==> config.mk <==
export PLATFORM = sky130hd
export DESIGN_NAME = mc_control_unit
export DESIGN_NICKNAME = d
export VERILOG_FILES = /design/src/rtl/mc_control_unit_pkg.sv /design/src/rtl/mc_control_unit_imm_gen.sv /design/src/rtl/mc_control_unit.sv
export SDC_FILE = /design/constraint.sdc
export NUM_CORES = 1
export LEC_CHECK = 0
export ABC_AREA = 1
export BUFFER_PORTS_ARGS = -buffer_cell sky130_fd_sc_hd__buf_2
export CAP_MARGIN = 5
export CORE_AREA = 2 2 95 97
export CTS_BUF_LIST = sky130_fd_sc_hd__clkbuf_16
export CTS_CLUSTER_DIAMETER = 200
export CTS_CLUSTER_SIZE = 28
export DETAILED_ROUTE_END_ITERATION = 7
export DIE_AREA = 0 0 97 99
export PLACE_DENSITY = 0.84
export SLEW_MARGIN = 10
export SYNTH_ARGS = -nofsm -noshare
export SYNTH_HDL_FRONTEND = slang
export SYNTH_SLANG_ARGS = --single-unit
==> constraint.sdc <==
create_clock -name CLK -period 4 [get_ports CLK]
set_input_delay 0.2 -clock CLK [delete_from_list [all_inputs] [get_ports CLK]]
set_output_delay 0.2 -clock CLK [all_outputs]
set_load 0.01 [all_outputs]
==> src/rtl/mc_control_unit_pkg.sv <==
// Shared definitions for the multi-cycle RV32I control unit: state encodings, opcodes,
// datapath select codes, ALU/jump op codes and instruction-class decode helpers.
package mc_control_unit_pkg;

    typedef enum logic [2:0] {
        st_fetch  = 3'd0,
        st_decode = 3'd1,
        st_exec   = 3'd2,
        st_mem    = 3'd3,
        st_wb     = 3'd4,
        st_trap   = 3'd5
    } state_t;

    localparam logic [6:0] opc_op     = 7'b0110011;
    localparam logic [6:0] opc_op_imm = 7'b0010011;
    localparam logic [6:0] opc_lui    = 7'b0110111;
    localparam logic [6:0] opc_auipc  = 7'b0010111;
    localparam logic [6:0] opc_load   = 7'b0000011;
    localparam logic [6:0] opc_store  = 7'b0100011;
    localparam logic [6:0] opc_jal    = 7'b1101111;
    localparam logic [6:0] opc_jalr   = 7'b1100111;
    localparam logic [6:0] opc_branch = 7'b1100011;

    localparam logic       memaddr_pc      = 1'b0;
    localparam logic       memaddr_aluout  = 1'b1;
    localparam logic [1:0] pcsrc_alu       = 2'd0;
    localparam logic [1:0] pcsrc_aluout    = 2'd1;
    localparam logic [1:0] pcsrc_aluout_al = 2'd2;
    localparam logic [1:0] wb_aluout       = 2'd0;
    localparam logic [1:0] wb_mdr          = 2'd1;
    localparam logic [1:0] wb_pc4          = 2'd2;
    localparam logic [1:0] srca_pc         = 2'd0;
    localparam logic [1:0] srca_rs1        = 2'd1;
    localparam logic [1:0] srca_zero       = 2'd2;
    localparam logic [1:0] srcb_four       = 2'd0;
    localparam logic [1:0] srcb_rs2        = 2'd1;
    localparam logic [1:0] srcb_imm        = 2'd2;

    localparam logic [3:0] alu_add  = 4'd0;
    localparam logic [3:0] alu_sub  = 4'd1;
    localparam logic [3:0] alu_sll  = 4'd2;
    localparam logic [3:0] alu_slt  = 4'd3;
    localparam logic [3:0] alu_sltu = 4'd4;
    localparam logic [3:0] alu_xor  = 4'd5;
    localparam logic [3:0] alu_srl  = 4'd6;
    localparam logic [3:0] alu_sra  = 4'd7;
    localparam logic [3:0] alu_or   = 4'd8;
    localparam logic [3:0] alu_and  = 4'd9;
    localparam logic [3:0] alu_blt  = 4'd10;

    localparam logic [2:0] jump_none = 3'd0;
    localparam logic [2:0] jump_beq  = 3'd1;
    localparam logic [2:0] jump_bne  = 3'd2;
    localparam logic [2:0] jump_blt  = 3'd3;
    localparam logic [2:0] jump_bge  = 3'd4;
    localparam logic [2:0] jump_bltu = 3'd5;
    localparam logic [2:0] jump_bgeu = 3'd6;

    typedef enum logic [3:0] {
        cls_r, cls_i, cls_lui, cls_auipc, cls_load, cls_store,
        cls_jal, cls_jalr, cls_branch, cls_bad
    } iclass_t;

    typedef struct packed {
        logic       mem_req;
        logic       mem_we;
        logic       mem_addr_sel;
        logic       pc_write;
        logic [1:0] pc_src;
        logic       reg_write;
        logic [1:0] wb_sel;
        logic [1:0] src_a;
        logic [1:0] src_b;
        logic [3:0] aop;
        logic [2:0] jump;
    } ctrl_t;

    // Branch funct3 010/011 have no RV32I meaning and are treated as illegal.
    function automatic iclass_t classify(input logic [31:0] ir);
        case (ir[6:0])
            opc_op:     return cls_r;
            opc_op_imm: return cls_i;
            opc_lui:    return cls_lui;
            opc_auipc:  return cls_auipc;
            opc_load:   return cls_load;
            opc_store:  return cls_store;
            opc_jal:    return cls_jal;
            opc_jalr:   return cls_jalr;
            opc_branch: return (ir[14:13] == 2'b01) ? cls_bad : cls_branch;
            default:    return cls_bad;
        endcase
    endfunction

    function automatic logic [3:0] alu_from_f3(input logic [2:0] f3, input logic alt);
        case (f3)
            3'b000:  return alt ? alu_sub : alu_add;
            3'b001:  return alu_sll;
            3'b010:  return alu_slt;
            3'b011:  return alu_sltu;
            3'b100:  return alu_xor;
            3'b101:  return alt ? alu_sra : alu_srl;
            3'b110:  return alu_or;
            default: return alu_and;
        endcase
    endfunction

    function automatic logic [2:0] jump_from_f3(input logic [2:0] f3);
        case (f3)
            3'b000:  return jump_beq;
            3'b001:  return jump_bne;
            3'b100:  return jump_blt;
            3'b101:  return jump_bge;
            3'b110:  return jump_bltu;
            3'b111:  return jump_bgeu;
            default: return jump_none;
        endcase
    endfunction

endpackage

==> src/rtl/mc_control_unit_imm_gen.sv <==
// Combinational immediate generator: decodes the I/S/B/U/J immediate from the
// instruction register according to its opcode.
module mc_control_unit_imm_gen
    import mc_control_unit_pkg::*;
(
    input  logic [31:0] ir,
    output logic [31:0] imm
);

    always_comb begin
        imm = 32'd0;
        case (ir[6:0])
            opc_op_imm, opc_load, opc_jalr:
                imm = {{20{ir[31]}}, ir[31:20]};
            opc_store:
                imm = {{20{ir[31]}}, ir[31:25], ir[11:7]};
            opc_branch:
                imm = {{19{ir[31]}}, ir[31], ir[7], ir[30:25], ir[11:8], 1'b0};
            opc_jal:
                imm = {{11{ir[31]}}, ir[31], ir[19:12], ir[20], ir[30:21], 1'b0};
            opc_lui, opc_auipc:
                imm = {ir[31:12], 12'd0};
            default:
                imm = 32'd0;
        endcase
    end

endmodule

==> src/rtl/mc_control_unit.sv <==
// Multi-cycle RV32I control FSM (fetch/decode/exec/mem/wb/trap) with registered control
// outputs. Optional retired-instruction counter enabled by macro RETIRE_CNT_EN.
module mc_control_unit
    import mc_control_unit_pkg::*;
#(
    parameter logic [2:0]  RESET_STATE  = 3'd0,
    parameter int unsigned MEM_WAIT_MAX = 16
) (
    input  logic        CLK,
    input  logic        Reset,
    input  logic [31:0] MemRData,
    input  logic        MemReady,
    input  logic        Zero,
    output logic        MemReq,
    output logic        MemWe,
    output logic        MemAddrSel,
    output logic        PCWrite,
    output logic [1:0]  PCSrc,
    output logic        RegWrite,
    output logic [1:0]  WBSel,
    output logic [1:0]  ALUSrcA,
    output logic [1:0]  ALUSrcB,
    output logic [3:0]  AOp,
    output logic [2:0]  jump,
    output logic [31:0] Imm,
    output logic [4:0]  Rs1,
    output logic [4:0]  Rs2,
    output logic [4:0]  Rd,
    output logic [2:0]  Funct3,
    output logic        IllegalInstr,
    output logic [2:0]  State
`ifdef RETIRE_CNT_EN
    ,
    output logic [31:0] InstrRetired
`endif
);

    state_t      state, nxt;
    ctrl_t       ctrl, nxt_ctrl;
    iclass_t     cls;
    logic [31:0] ir;
    logic [31:0] wait_cnt;
    logic        taken, nxt_taken, illegal, wait_expired, waiting;
    logic [2:0]  f3;

    assign cls          = classify(ir);
    assign f3           = ir[14:12];
    assign nxt_taken    = (state == st_exec) ? Zero : taken;
    assign wait_expired = (MEM_WAIT_MAX != 0) && (wait_cnt == 32'(MEM_WAIT_MAX - 1));
    // The first FETCH cycle after reset has MemReq low, so it neither waits nor accepts data.
    assign waiting      = ((state == st_fetch && ctrl.mem_req) || state == st_mem) && !MemReady;

    mc_control_unit_imm_gen u_imm_gen (.ir(ir), .imm(Imm));

    always_comb begin
        nxt = state;
        case (state)
            st_fetch:  if (ctrl.mem_req) begin
                           if (MemReady)          nxt = st_decode;
                           else if (wait_expired) nxt = st_trap;
                       end
            st_decode: nxt = (cls == cls_bad) ? st_trap : st_exec;
            st_exec:   nxt = (cls == cls_load || cls == cls_store) ? st_mem : st_wb;
            st_mem:    if (MemReady)          nxt = st_wb;
                       else if (wait_expired) nxt = st_trap;
            st_wb:     nxt = st_fetch;
            default:   nxt = st_trap;
        endcase
    end

    // Control values for the state being entered, so outputs come straight from flops.
    always_comb begin
        nxt_ctrl = '0;
        case (nxt)
            st_fetch: begin
                nxt_ctrl.mem_req      = 1'b1;
                nxt_ctrl.mem_addr_sel = memaddr_pc;
            end
            st_exec: begin
                nxt_ctrl.src_a = srca_rs1;
                nxt_ctrl.src_b = srcb_imm;
                nxt_ctrl.aop   = alu_add;
                case (cls)
                    cls_r: begin
                        nxt_ctrl.src_b = srcb_rs2;
                        nxt_ctrl.aop   = alu_from_f3(f3, ir[30]);
                    end
                    cls_i:             nxt_ctrl.aop   = alu_from_f3(f3, ir[30] && f3 == 3'b101);
                    cls_lui:           nxt_ctrl.src_a = srca_zero;
                    cls_auipc, cls_jal: nxt_ctrl.src_a = srca_pc;
                    cls_branch: begin
                        nxt_ctrl.src_b = srcb_rs2;
                        nxt_ctrl.aop   = alu_blt;
                        nxt_ctrl.jump  = jump_from_f3(f3);
                    end
                    default: ;
                endcase
            end
            st_mem: begin
                nxt_ctrl.mem_req      = 1'b1;
                nxt_ctrl.mem_addr_sel = memaddr_aluout;
                nxt_ctrl.mem_we       = (cls == cls_store);
            end
            st_wb: begin
                nxt_ctrl.pc_write = 1'b1;
                nxt_ctrl.pc_src   = pcsrc_alu;
                nxt_ctrl.src_a    = srca_pc;
                nxt_ctrl.src_b    = srcb_four;
                case (cls)
                    cls_jal: begin
                        nxt_ctrl.reg_write = 1'b1;
                        nxt_ctrl.wb_sel    = wb_pc4;
                        nxt_ctrl.pc_src    = pcsrc_aluout;
                    end
                    cls_jalr: begin
                        nxt_ctrl.reg_write = 1'b1;
                        nxt_ctrl.wb_sel    = wb_pc4;
                        nxt_ctrl.pc_src    = pcsrc_aluout_al;
                    end
                    cls_branch: begin
                        nxt_ctrl.src_b = nxt_taken ? srcb_imm : srcb_four;
                        nxt_ctrl.jump  = jump_from_f3(f3);
                    end
                    cls_store: ;
                    cls_load: begin
                        nxt_ctrl.reg_write = 1'b1;
                        nxt_ctrl.wb_sel    = wb_mdr;
                    end
                    default: begin
                        nxt_ctrl.reg_write = 1'b1;
                        nxt_ctrl.wb_sel    = wb_aluout;
                    end
                endcase
            end
            default: ;
        endcase
    end

    always_ff @(posedge CLK) begin
        if (Reset) begin
            state    <= state_t'(RESET_STATE);
            ctrl     <= '0;
            ir       <= 32'd0;
            taken    <= 1'b0;
            illegal  <= 1'b0;
            wait_cnt <= 32'd0;
`ifdef RETIRE_CNT_EN
            InstrRetired <= 32'd0;
`endif
        end else begin
            state    <= nxt;
            ctrl     <= nxt_ctrl;
            taken    <= nxt_taken;
            wait_cnt <= waiting ? wait_cnt + 32'd1 : 32'd0;
            if (state == st_fetch && ctrl.mem_req && MemReady)
                ir <= MemRData;
            if (nxt == st_trap)
                illegal <= 1'b1;
`ifdef RETIRE_CNT_EN
            if (state == st_wb)
                InstrRetired <= InstrRetired + 32'd1;
`endif
        end
    end

    assign MemReq       = ctrl.mem_req;
    assign MemWe        = ctrl.mem_we;
    assign MemAddrSel   = ctrl.mem_addr_sel;
    assign PCWrite      = ctrl.pc_write;
    assign PCSrc        = ctrl.pc_src;
    assign RegWrite     = ctrl.reg_write;
    assign WBSel        = ctrl.wb_sel;
    assign ALUSrcA      = ctrl.src_a;
    assign ALUSrcB      = ctrl.src_b;
    assign AOp          = ctrl.aop;
    assign jump         = ctrl.jump;
    assign Rs1          = ir[19:15];
    assign Rs2          = ir[24:20];
    assign Rd           = ir[11:7];
    assign Funct3       = ir[14:12];
    assign IllegalInstr = illegal;
    assign State        = state;

endmodule

==> key figures <==
STA
  – Worst Clk Skew: between 0.007 and 0.008 ns
  – Measured slew at the worst slew-check pin: between 0.9 and 1 ns
  – Hold slack: about 0.13 ns
  – Pins Over Slew Limit: 0
  – Fmax: between 300 and 400 MHz
  – Number of hold violations in the final report: 0
  – Min Tclk post-route: around 2.6 ns
  – Final setup viols: 0
  – Setup TNS: 0 ns
  – Max-slew headroom: about 36%
  – RSZ-0062 raised after global routing: no
  – Crit share post-route: approximately 64%

Floorplan
  – Io pins: 110
  – Die width: ~97 um
  – Core area: 8550 um^2
  – Initial Utilization: 51.6%
  – Chip Height: 99 um
  – Site Rows: 34
  – Die area: around 9600 um^2

Synthesis
  – Seq/Total Area, Yosys: ~40%
  – Register bit total from synthesis: between 80 and 90
  – Number of flops mapped to enable cells by yosys: 0
  – Post-synthesis async set-or-reset flop share: 0%
  – Yosys warnings: 0
  – Synth unique cells: 46
  – Post-Synthesis Cells: slightly above 600
  – Post-Syn Area per Cell: between 7 and 8 um^2
  – Top FF cell, synth: dfxtp_1
  – Synthesized area: roughly 4400 um^2
  – Syn Nets: 651

Global route
  – Pin count of the biggest net entering global routing: 63
  – First-pass GRT wire length: ~18,000 um
  – Vias in the first global route: ~4,000
  – GRT Total Usage: 22.8%
  – Congestion Overflow GR: 0
  – Initial antenna violation count: 0

Job
  – Max-cap violations: 0

Detailed routing
  – DR pass1 iterations: 5
  – DR DRC count: 0
  – DRT iter0 DRCs: 244
  – DR WL/cell: 13.5 um
  – Number of nets with antenna violations after routing: 0
  – Via count: between 4,000 and 5,000
  – Post-Route WL: 11,100 um
  – Vias/cell: about 5.4

Final layout
  – Layout Utilization: between 60% and 70%
  – Number of nets in the layout: between 700 and 800
  – Diode count: 0
  – Commonest non-fill, non-tap cells in the layout: buf_2, dfxtp_1, nand2_1
  – Non-Filler Instances: ~820
  – Commonest non-fill, non-tap cell in the layout: buf_2
  – Area delta synth->final: 18.3%
  – Share of cells above drive strength 1: approximately a quarter

Clock tree
  – CTS tree: done
  – Post_cts resized: 0
  – H-tree depth: 3
  – Later-pin clock latency in the skew report: roughly 0.34 ns
  – Clock net sink count: 89
  – Num CTS Buffers: 9
  – Clock root cell: clkbuf_16
  – Clock transition at the registers of the reported paths: roughly 0.070 ns
  – Hold-fix buffers, CTS: 0
  – Clock buffer depth: 2
  – Post-CTS setup buffer count: 0

Placed design
  – I/O Buffers: ~110
  – Post-DP HPWL: between 8000 and 9000 um
  – Placed instance count: 800
  – GP Congestion: around 0.93

Worst setup path
  – Worst setup path class: flip-flop to output pin
  – Crit path max fanout: 11
  – Worst Path Arrival: between 2 and 2.5 ns
  – Critical-path top delay cell: dfxtp_1
  – Worst stage delay on the critical path: 0.31 ns
  – Crit. End Element: output pin
  – CP cell instances: nand2_1 > nor2_1 > nand2_1 > nor2_4 > nor2_2 > inv_1 > nor2_1 > nand2_1 > nand2_1 > o21ai_0 > buf_2
  – Req. time, crit path: between 3 and 4 ns
  – Most frequent CP cell: nand2_1
  – Critical Path Start Type: flip-flop

Power
  – Worst VDD drop: approximately 0.2 mV
  – Power after layout: slightly above 2000 uW
  – Static leakage: 0.00237 uW
  – P per Cell Area: 393 nW/um^2

Hold path
  – Worst hold-check path type: input port to flip-flop

Outcome
  – Status: finished, final reports clean
==> routing by layer <==
layer | routed length (um) | share of wire [%] | vias to the layer above | global-route usage (%)
met5 | 0 | 0 | - | 0
met4 | 291 | 2.6 | 0 | 8.88
met3 | 1060 | 9.6 | 24 | 7.52
met2 | 5160 | 47 | 196 | 37.9
met1 | 4550 | 41 | 1998 | 27.5
li1 | - | - | 2163 | -
==> stage by stage <==
| step | setup slack, ns | instance area, um^2 |
|---|---|---|
| 3_3_place_gp | 1.95 | 4910 |
| 3_5_place_dp | 1.84 | 4910 |
| 5_1_grt | 1.18 | 5220 |
| 2_1_floorplan | 2.26 | 4410 |
| 6_report | 1.42 | 5220 |
| 4_1_cts | 1.45 | 5220 |
==> sequential cells by signal, indices dropped and copies added, names as in the netlist <==
signal	flops
taken	1
ALUSrcA	2
wait_cnt	32
MemAddrSel	1
PCSrc	2
PCWrite	1
AOp	4
State	3
ir	32
MemReq	1
jump	3
RegWrite	1
MemWe	1
IllegalInstr	1
ALUSrcB	2
WBSel	2
==> cell usage after synthesis (5+ instances only) <==
library cell / n / area (um^2)
nand2_1: 88 / 330
buf_4: 18 / 135
a21oi_1: 52 / 260
inv_2: 7 / 26.3
nand4_1: 14 / 87.6
inv_1: 84 / 315
dfxtp_1: 89 / 1780
nor3_1: 11 / 55.1
clkbuf_1: 11 / 41.3
o22ai_1: 6 / 37.5
o21ai_0: 59 / 295
nor2_2: 6 / 37.5
nor3b_1: 6 / 45.0
nand3_1: 22 / 110
nor2_1: 76 / 285
or2_2: 5 / 31.3
==> worst paths after layout <==
kind,startpoint,to,slack [ns],cells past startpoint
worst max-delay path,ir[1]$_SDFFE_PP0P_,Imm[24],1.42,11
worst min register to register,IllegalInstr$_SDFFE_PP0N_,IllegalInstr$_SDFFE_PP0N_,0.46,2
worst max register to register,ir[4]$_SDFFE_PP0P_,AOp[3]$_SDFF_PP0_,1.86,12
worst min-delay path,MemRData[26],ir[26]$_SDFFE_PP0P_,0.13,3
==> critical path: cells and delay by family, from the launching register on <==
family,cells,cell delay (ns)
AND/OR/NAND/NOR,8,1.32
flip-flops,1,0.31
buffers and inverters,2,0.26
AO/OA/AOI/OAI,1,0.16
==> cell families (layout without fill, tap and decap cells) <==
| kind of cell | Yosys count | count (layout) | synth area share [%] |
|---|---|---|---|
| xor gates and xnor gates | 4 | 4 | 0.794 |
| and+or+nand+nor | 261 | 261 | 29.9 |
| AOI/OAI and AO/OA | 132 | 132 | 16.1 |
| adders and majority gates | 1 | 1 | 0.284 |
| muxes | 1 | 1 | 0.227 |
| buffers and inverters | 126 | 220 | 12.3 |
| DFF | 89 | 89 | 40.4 |
==> layout make-up <==
cell class | instances | area, um^2
fillers | 743 | 3330
multi-input cells | 399 | 2090
flip-flops and latches | 89 | 1780
repair buffers | 111 | 561
inverters | 93 | 349
clock buffers | 9 | 225
well taps | 108 | 135
clock inverters | 7 | 78.8
==> report_power, final <==
| group | internal [uW] | total (uW) | switching, uW |
|---|---|---|---|
| clock | 491 | 857 | 366 |
| sequential | 933 | 965 | 31.8 |
| combinational | 77.9 | 231 | 153 |
No activity file was read; power rests on OpenSTA's default activity.
